[src/rtl/gol_pkg.sv]
// gol_pkg: shared states, constants and helpers for the Game of Life scanout engine
package gol_pkg;
  localparam int GEN_W = 16;
  typedef enum logic [2:0] {IDLE, SNAP, SCAN, UPDATE, HOLD} state_t;
  function automatic int cell_index(int x, int y, int width);
    return y * width + x;
  endfunction
  function automatic int cnt_w(int n);
    return n > 1 ? $clog2(n) : 1;
  endfunction
endpackage

[src/rtl/gol_scanout_if.sv]
// gol_scanout_if: valid/ready cell stream carrying one alive bit plus frame flags
interface gol_scanout_if;
  logic out_valid;
  logic out_ready;
  logic out_bit;
  logic out_sof;
  logic out_eol;
  logic out_eof;
  modport master(output out_valid, out_bit, out_sof, out_eol, out_eof, input out_ready);
  modport slave(input out_valid, out_bit, out_sof, out_eol, out_eof, output out_ready);
endinterface

[src/rtl/gol_raster_counter.sv]
// gol_raster_counter: raster-order x/y walker with frame position flags
module gol_raster_counter
  import gol_pkg::*;
#(
  parameter int WIDTH = 8,
  parameter int HEIGHT = 8,
  localparam int XW = cnt_w(WIDTH),
  localparam int YW = cnt_w(HEIGHT)
) (
  input  logic          clk,
  input  logic          rst,
  input  logic          clear,
  input  logic          advance,
  output logic [XW-1:0] x,
  output logic [YW-1:0] y,
  output logic          sof,
  output logic          eol,
  output logic          eof
);
  assign sof = x == '0 && y == '0;
  assign eol = x == XW'(WIDTH - 1);
  assign eof = eol && y == YW'(HEIGHT - 1);
  always_ff @(posedge clk) begin
    if (rst || clear) begin
      x <= '0;
      y <= '0;
    end else if (advance) begin
      x <= eol ? '0 : x + XW'(1);
      y <= eol ? (eof ? '0 : y + YW'(1)) : y;
    end
  end
endmodule

[src/rtl/gol_scanout.sv]
// gol_scanout: snapshots the cell board, streams it in raster order, then steps one generation
module gol_scanout
  import gol_pkg::*;
#(
  parameter int WIDTH = 8,
  parameter int HEIGHT = 8,
  parameter int PERIOD = 1
) (
  input  logic                    clk,
  input  logic                    rst,
  input  logic [WIDTH*HEIGHT-1:0] cells,
  input  logic                    run,
  input  logic                    step,
  output logic                    update,
  output logic [GEN_W-1:0]        generation,
  output logic                    busy,
  gol_scanout_if.master           stream
);
  localparam int N = WIDTH * HEIGHT;
  localparam int XW = cnt_w(WIDTH);
  localparam int YW = cnt_w(HEIGHT);
  localparam int IW = cnt_w(N);
  localparam int HW = cnt_w(PERIOD);
  state_t state, state_nx;
  logic [N-1:0] snap;
  logic [HW-1:0] hold;
  logic [XW-1:0] x;
  logic [YW-1:0] y;
  logic [IW-1:0] idx;
  logic step_pend, req, fire, sof, eol, eof;
  assign req = run | step_pend;
  assign fire = stream.out_valid & stream.out_ready;
  assign idx = IW'(cell_index(int'(x), int'(y), WIDTH));
  assign update = state == UPDATE;
  assign busy = state != IDLE;
  assign stream.out_valid = state == SCAN;
  assign stream.out_bit = stream.out_valid & snap[idx];
  assign stream.out_sof = stream.out_valid & sof;
  assign stream.out_eol = stream.out_valid & eol;
  assign stream.out_eof = stream.out_valid & eof;
  gol_raster_counter #(.WIDTH(WIDTH), .HEIGHT(HEIGHT)) raster (
    .clk    (clk),
    .rst    (rst),
    .clear  (state == SNAP),
    .advance(fire),
    .x      (x),
    .y      (y),
    .sof    (sof),
    .eol    (eol),
    .eof    (eof)
  );
  always_comb begin
    state_nx = state;
    unique case (state)
      IDLE:    state_nx = req ? SNAP : IDLE;
      SNAP:    state_nx = SCAN;
      SCAN:    state_nx = fire && eof ? UPDATE : SCAN;
      UPDATE:  state_nx = HOLD;
      HOLD:    state_nx = hold != '0 ? HOLD : req ? SNAP : IDLE;
      default: state_nx = IDLE;
    endcase
  end
  // a step arriving on the very edge that enters SNAP is kept as a fresh request
  always_ff @(posedge clk) begin
    if (rst) begin
      state <= IDLE;
      step_pend <= 1'b0;
      generation <= '0;
      hold <= '0;
      snap <= '0;
    end else begin
      state <= state_nx;
      step_pend <= step | (step_pend & (state_nx != SNAP));
      snap <= state == SNAP ? cells : snap;
      generation <= update ? generation + GEN_W'(1) : generation;
      hold <= update ? HW'(PERIOD - 1) : (state == HOLD && hold != '0) ? hold - HW'(1) : hold;
    end
  end
endmodule

[src/flat_wrapper.sv]
// flat-port wrapper written by rule: the top's interface ports become plain ports
module gol_scanout_flat import gol_pkg::*;
#(
  parameter int WIDTH = 8,
  parameter int HEIGHT = 8,
  parameter int PERIOD = 1
)
  (clk, rst, cells, run, step, update, generation, busy, stream_out_valid, stream_out_bit, stream_out_sof, stream_out_eol, stream_out_eof, stream_out_ready);
  gol_scanout_if stream_i ();
  input  logic clk;
  input  logic rst;
  input  logic [WIDTH*HEIGHT-1:0] cells;
  input  logic run;
  input  logic step;
  output logic update;
  output logic [GEN_W-1:0] generation;
  output logic busy;
  output wire logic [$bits(stream_i.out_valid)-1:0] stream_out_valid;
  output wire logic [$bits(stream_i.out_bit)-1:0] stream_out_bit;
  output wire logic [$bits(stream_i.out_sof)-1:0] stream_out_sof;
  output wire logic [$bits(stream_i.out_eol)-1:0] stream_out_eol;
  output wire logic [$bits(stream_i.out_eof)-1:0] stream_out_eof;
  input wire logic [$bits(stream_i.out_ready)-1:0] stream_out_ready;
  assign stream_out_valid = stream_i.out_valid;
  assign stream_out_bit = stream_i.out_bit;
  assign stream_out_sof = stream_i.out_sof;
  assign stream_out_eol = stream_i.out_eol;
  assign stream_out_eof = stream_i.out_eof;
  assign stream_i.out_ready = stream_out_ready;
  gol_scanout #(.WIDTH(WIDTH), .HEIGHT(HEIGHT), .PERIOD(PERIOD)) u_core (.clk(clk), .rst(rst), .cells(cells), .run(run), .step(step), .update(update), .generation(generation), .busy(busy), .stream(stream_i));
endmodule
[config.mk]
export PLATFORM = sky130hd
export DESIGN_NAME = gol_scanout_flat
export DESIGN_NICKNAME = d
export VERILOG_FILES = /design/src/rtl/gol_pkg.sv /design/src/rtl/gol_scanout_if.sv /design/src/rtl/gol_raster_counter.sv /design/src/rtl/gol_scanout.sv /design/src/flat_wrapper.sv
export SDC_FILE = /design/constraint.sdc
export NUM_CORES = 1
export LEC_CHECK = 0
export CORE_UTILIZATION = 25
export CTS_BUF_LIST = sky130_fd_sc_hd__clkbuf_4 sky130_fd_sc_hd__clkbuf_8
export DETAILED_ROUTE_END_ITERATION = 16
export DONT_BUFFER_PORTS = 1
export PLACE_DENSITY = 0.47
export SLEW_MARGIN = 20
export SYNTH_ARGS = -nofsm -noshare
export SYNTH_HDL_FRONTEND = slang
export SYNTH_SLANG_ARGS = --single-unit
[constraint.sdc]
create_clock -name clk -period 2.6 [get_ports clk]
set_clock_uncertainty 0.05 [all_clocks]
set_input_delay 0.26 -clock clk [delete_from_list [all_inputs] [get_ports clk]]
set_output_delay 0.26 -clock clk [all_outputs]
set_load 0.01 [all_outputs]
==> flow_summary.toml, run 1 <==
[outcome]
outcome = "completed"

[drt]
route.detailed.drc = 0
vias_per_cell = 4.59
routed-via-count = 3376
wl_per_cell_um = 13.8
drt_iter0_drc = 152
drt-total-wl_um = 10200
firstDrtPassIters = 4
ant_nets = 0

[global_routing]
grt_overflow = 0
antenna_found_initial = 0
grt_pass1_vias = 3341
grt_pass1_wl_um = 16500
track_usage_pct = 13.0
grt_max_degree = 82

[cells_and_area]
nets = 596
most-common-layout-cells = "nand2_1, dfxtp_1, a21oi_1, dlygate4sd3_1, nor2_1"
antenna_cells = 0
final_common_cell = "nand2_1"
final_area_sq_mm = 0.00514
drive_gt1_share_pct = 8.57
syn_to_final_growth_pct = 28.0

[clock_network]
cts_buffers = 9
clock_sinks = 91
clockBufferDepth = 2
path_clk_slew_ns = 0.10
cts.htree.levels = 3
cts_tree = "built"
clockRootBuffer = "clkbuf_8"
clock_latency_ns = 0.37

[logic_synthesis]
synth_edf_count = 0
ys_warn_count = 0
ys_async_sr_fraction_pct = 0
synth.area.mux_share_pct = 12.6
synth_fa_ha_area_share_pct = 2.18
avgSynthCellArea_sq_um = 8.61
synth_top_family_by_area = "simple AND/OR/NAND/NOR gates"
seq_area_frac_synth_pct = 45.3
synth_compound_area_share_pct = 12.0
synth-xor-area-share_pct = 1.74
yosysUniqueCellTypes = 41
syn_area_sq_mm = 0.00402
ys.flop_type = "dfxtp_1"
syn-num-nets = 543
yosys.area_share.simple_pct = 22.0
postSynthCellCount = 467
synth-seq-cells = 91

[min_path]
hold_class = "input pin to flop"

[placement]
portBuffers = 0
hpwl_um = 6920
gp_congestion = 0.771
place_area_sq_mm = 0.00422

[setup_path]
crit_slowest_cell = "mux4_2"
start_kind = "flop"
critPathMaxFanout = 8
path_buf_inv = 1
crit_chain = "mux4_2, and2_1, a2111oi_4, o32ai_2, buf_4"
cpLargestDelayFamily = "multiplexers"
critPathMaxStageDelay_ns = 0.51
cp-end-kind = "output pin"
crit_type = "flop to output pin"
worstPathRequired_ns = 2.29
arrival_ns = 2.17

[floorplanning]
coreArea_sq_mm = 0.0154
ios = 92
die_h_um = 129
start_util_pct = 26.1
die_area_sq_mm = 0.0166
fp.dieW_um = 129
core.rowCount = 45

[sta]
fmax_ghz = 0.403
hold_violations = 0
fin_crit_sh_pct = 95.4
grt_setup_unrepaired = "no"
worst_pin_slew_ns = 0.616
slew_violations = 0
finalCriticalPeriod_ns = 2.48
setup_violations = 0
maxSlewHeadroom_pct = 58.9
fin_tns_setup_ns = 0

[pwr]
peakVddDrop_v = 0.000313
p_leak_nw = 1.82
powerDensity_mw_per_mm2 = 557

[run]
drv_cap = 0
==> Yosys cell counts (2+ instances only) <==
cell	n	area, sq um
nand3_1	10	50.1
mux4_2	9	203
or3_1	5	31.3
inv_2	2	7.51
dfxtp_1	91	1820
xor2_1	5	43.8
nor2b_1	5	31.3
buf_1	4	15.0
xnor2_1	3	26.3
mux2i_1	9	90.1
and4_1	3	26.3
buf_2	4	20.0
a221o_1	2	20.0
ha_1	7	87.6
nand2_1	139	522
nand2b_1	2	12.5
inv_1	7	26.3
mux4_1	6	158
nand4_1	4	25.0
o21ai_0	3	15.0
mux2_1	4	45.0
nor4_1	5	31.3
a21oi_1	76	380
clkbuf_1	22	82.6
a2111oi_0	2	17.5
nor2_1	19	71.3
and2_1	3	18.8
or3b_1	3	26.3
==> sequential cells by signal, indices dropped and copies added (netlist names) <==
name / count
u_core.generation: 16
u_core.snap: 64
u_core.step_pend: 1
u_core.raster.x: 3
u_core.raster.y: 3
u_core.hold: 1
u_core.state: 3
==> metrics by stage <==
| step | instances | hold slack, ns | total power [W] | util [%] | setup WS, ns |
|---|---|---|---|---|---|
| finish | 736 | 0.0331 | 0.00287 | 33.3 | 0.118 |
| global route | 736 | 0.00804 | 0.00301 | 33.3 | 0.0121 |
| CTS | 736 | 0.00101 | 0.00291 | 33.3 | 0.0252 |
| detailed placement | 655 | 0.290 | 0.00178 | 27.3 | 0.155 |
| global placement | 655 | 0.286 | 0.00178 | 27.3 | 0.142 |
| floorplan | 467 | 0.339 | 0.00174 | - | 0.515 |
==> cell type report <==
cell class	instances	area, sq um
Sequential cell	91	1830
Tap cell	211	264
Inverter	9	33.8
Timing Repair Buffer	73	744
Fill cell	1632	10300
Multi-Input combinational cell	336	2070
Clock buffer	13	160
Clock inverter	3	47.5
==> repair_timing <==
action / in CTS / in global routing
pin swaps: 0 / 1
resized for setup: 10 / 3
endpoints found under the hold margin: 83 / 0
setup buffers: 0 / 0
hold buffers: 65 / 0
setup endpoints to repair: 1 / 1
==> cells by family after synthesis <==
| kind of cell | count (synthesis) |
|---|---|
| compound gates | 89 |
| xor+xnor | 8 |
| fa+ha+maj | 7 |
| buf+inv | 40 |
| flops | 91 |
| mux | 29 |
| simple gates | 203 |
==> power breakdown <==
group	switching [W]	internal, W	leakage (nW)
sequential	0.0000412	0.00146	0.741
clock	0.000503	0.000507	0.108
combinational	0.000183	0.000167	0.966
total	0.000727	0.00214	1.82
==> layer usage <==
metal	routed length, um	part of all wire [%]	vias to the layer above	track usage [%]
met3	414	4.1	16	2.58
met1	4770	47	1573	17.0
met4	197	1.9	0	6.02
met5	0	0	-	0
li1	-	-	1708	-
met2	4800	47	79	20.5
==> path summary, 6_finish.rpt <==
check                          start                  to  slack, ns  cells past startpoint
hold reg to reg       u_core.snap[9]      u_core.snap[9]       0.40                      2
setup reg to reg     u_core.state[1]  u_core.raster.y[2]       0.58                      5
setup / recovery  u_core.raster.x[1]      stream_out_bit       0.12                      5
hold / removal             cells[63]     u_core.snap[63]       0.03                      2
==> worst register-to-register path, delay by kind of cell (launching register included) <==
kind	cells	cell delay [ns]
and+or+nand+nor	3	1.09
DFF	1	0.45
buffers and inverters	1	0.21
AOI/OAI and AO/OA	1	0.16
Note: power is estimated with default switching activity, not from simulation.
==> run 2: changes to the inputs <==
- clock period: 2.6 -> 2.9 ns (I/O delays scaled with it)
==> flow_summary.toml, run 2 (synthesized netlist as in run 1, its figures left out) <==
[outcome]
outcome = "completed"

[clock_network]
clockRootBuffer = "clkbuf_8"
cts_buffers = 9
cts_tree = "built"
clockBufferDepth = 2
clock_sinks = 91
cts.htree.levels = 3
path_clk_slew_ns = 0.10
clock_latency_ns = 0.36

[run]
drv_cap = 0

[drt]
drt-total-wl_um = 9870
wl_per_cell_um = 13.9
route.detailed.drc = 0
ant_nets = 0
firstDrtPassIters = 5
drt_iter0_drc = 103
routed-via-count = 3275
vias_per_cell = 4.62

[setup_path]
crit_type = "flop to output pin"
rr_endpoint = "u_core.raster.y[2]"
worstReg2RegStart = "u_core.raster.x[1]"
cp-end-kind = "output pin"
arrival_ns = 2.38
worstPathRequired_ns = 2.56
r2r_cells = 6
start_kind = "flop"
ff2ff_setup_slack_ns = 0.90
critPathMaxFanout = 10

[cells_and_area]
final_common_cell = "nand2_1"
most-common-layout-cells = "nand2_1, dfxtp_1, a21oi_1, dlygate4sd3_1, nor2_1"
nets = 569
antenna_cells = 0
top_regs = "u_core.snap (64), u_core.generation (16)"
multi_input_area_sq_mm = 0.00204
drive_gt1_share_pct = 7.63
largest_reg_flops = 64
fill_cells = 1657
syn_to_final_growth_pct = 19.6
fin_util_pct = 31.1
regArea_sq_mm = 0.00182
final_area_sq_mm = 0.00480
regMostFlops = "u_core.snap"

[global_routing]
grt-busiest-layer = "met2"
gr-usage-met1_pct = 15.5
grtUsageMet2_pct = 20.5
antenna_found_initial = 0
grt_overflow = 0
grt_pass1_wl_um = 15700
met3_usage_pct = 2.45
track_usage_pct = 12.3
grt_max_degree = 82
grt_pass1_vias = 3142

[sta]
grt_setup_unrepaired = "no"
fin_tns_setup_ns = 0
fmax_ghz = 0.368
whs_ns = 0.0115
setup_violations = 0
maxSlewHeadroom_pct = 51.9
worst_pin_slew_ns = 0.714
slew_violations = 0
finalCriticalPeriod_ns = 2.72
hold_violations = 0
fin_crit_sh_pct = 93.8

[min_path]
hp-start = "cells[11]"
hold_path_depth = 2
hold_class = "input pin to flop"
worstHoldEndpoint = "u_core.snap[11]"

[floorplanning]
core.rowCount = 45
ios = 92
fp.dieW_um = 129
start_util_pct = 26.1
die_area_sq_mm = 0.0166
coreArea_sq_mm = 0.0154
die_h_um = 129

[placement]
gp_congestion = 0.752
portBuffers = 0
place_area_sq_mm = 0.00420
hpwl_um = 6880

[pwr]
p_total_w = 0.00243
powerDensity_mw_per_mm2 = 506
p_leak_nw = 1.68
peakVddDrop_v = 0.000188
-- run 2: timing repair --
| item | CTS | global route |
|---|---|---|
| setup buffers | 0 | 0 |
| hold buffers | 39 | 1 |
| gates resized for setup | 1 | 0 |
| endpoints found under the hold margin | 82 | 1 |
| setup endpoints to repair | 1 | 0 |
-- run 2: per-stage QoR --
stage / std cells / setup WS (ns)
6_report: 709 / 0.180
5_1_grt: 709 / 0.0480
4_1_cts: 708 / 0.123
3_5_place_dp: 653 / 0.380
3_3_place_gp: 653 / 0.314
2_1_floorplan: 467 / 0.785
-- run 2: worst max-delay path, stage by stage (launching register included) --
cell	delay [ns]
dfxtp_2	0.50
mux4_1	0.60
and2_1	0.17
a2111oi_0	0.39
o32ai_1	0.18
buf_4	0.17
-- run 2: how the worst max path moves through the flow --
stage | slack, ns | endpoint | depth (start not counted) | startpoint
3_3_place_gp | 0.31 | stream_out_bit | 5 | u_core.raster.x[1]
3_5_place_dp | 0.38 | stream_out_bit | 5 | u_core.raster.x[1]
5_1_grt | 0.05 | stream_out_bit | 5 | u_core.raster.x[1]
6_report | 0.18 | stream_out_bit | 5 | u_core.raster.x[1]
2_1_floorplan | 0.79 | stream_out_bit | 5 | u_core.raster.x[1]
4_1_cts | 0.12 | stream_out_bit | 5 | u_core.raster.x[1]
-- run 2: cell type report --
type,count,area share (%)
Clock inverter,5,0.755
Timing Repair Buffer,46,9.64
Sequential cell,91,37.9
Clock buffer,11,3.02
Tap cell,211,5.49
Multi-Input combinational cell,336,42.4
Inverter,9,0.703
-- run 2: routing by layer --
layer | vias to the layer above | share of wire [%] | routed length, um
met3 | 10 | 3.7 | 361
met2 | 71 | 48 | 4780
li1 | 1657 | - | -
met1 | 1537 | 47 | 4600
met5 | - | 0 | 0
met4 | 0 | 1.4 | 136
-- run 2: power breakdown --
part / internal (W) / leakage (nW) / switching, W / total, W
logic: 0.000122 / 0.846 / 0.000156 / 0.000278
registers: 0.00131 / 0.740 / 0.0000369 / 0.00135
clock network: 0.000348 / 0.0971 / 0.000456 / 0.000804
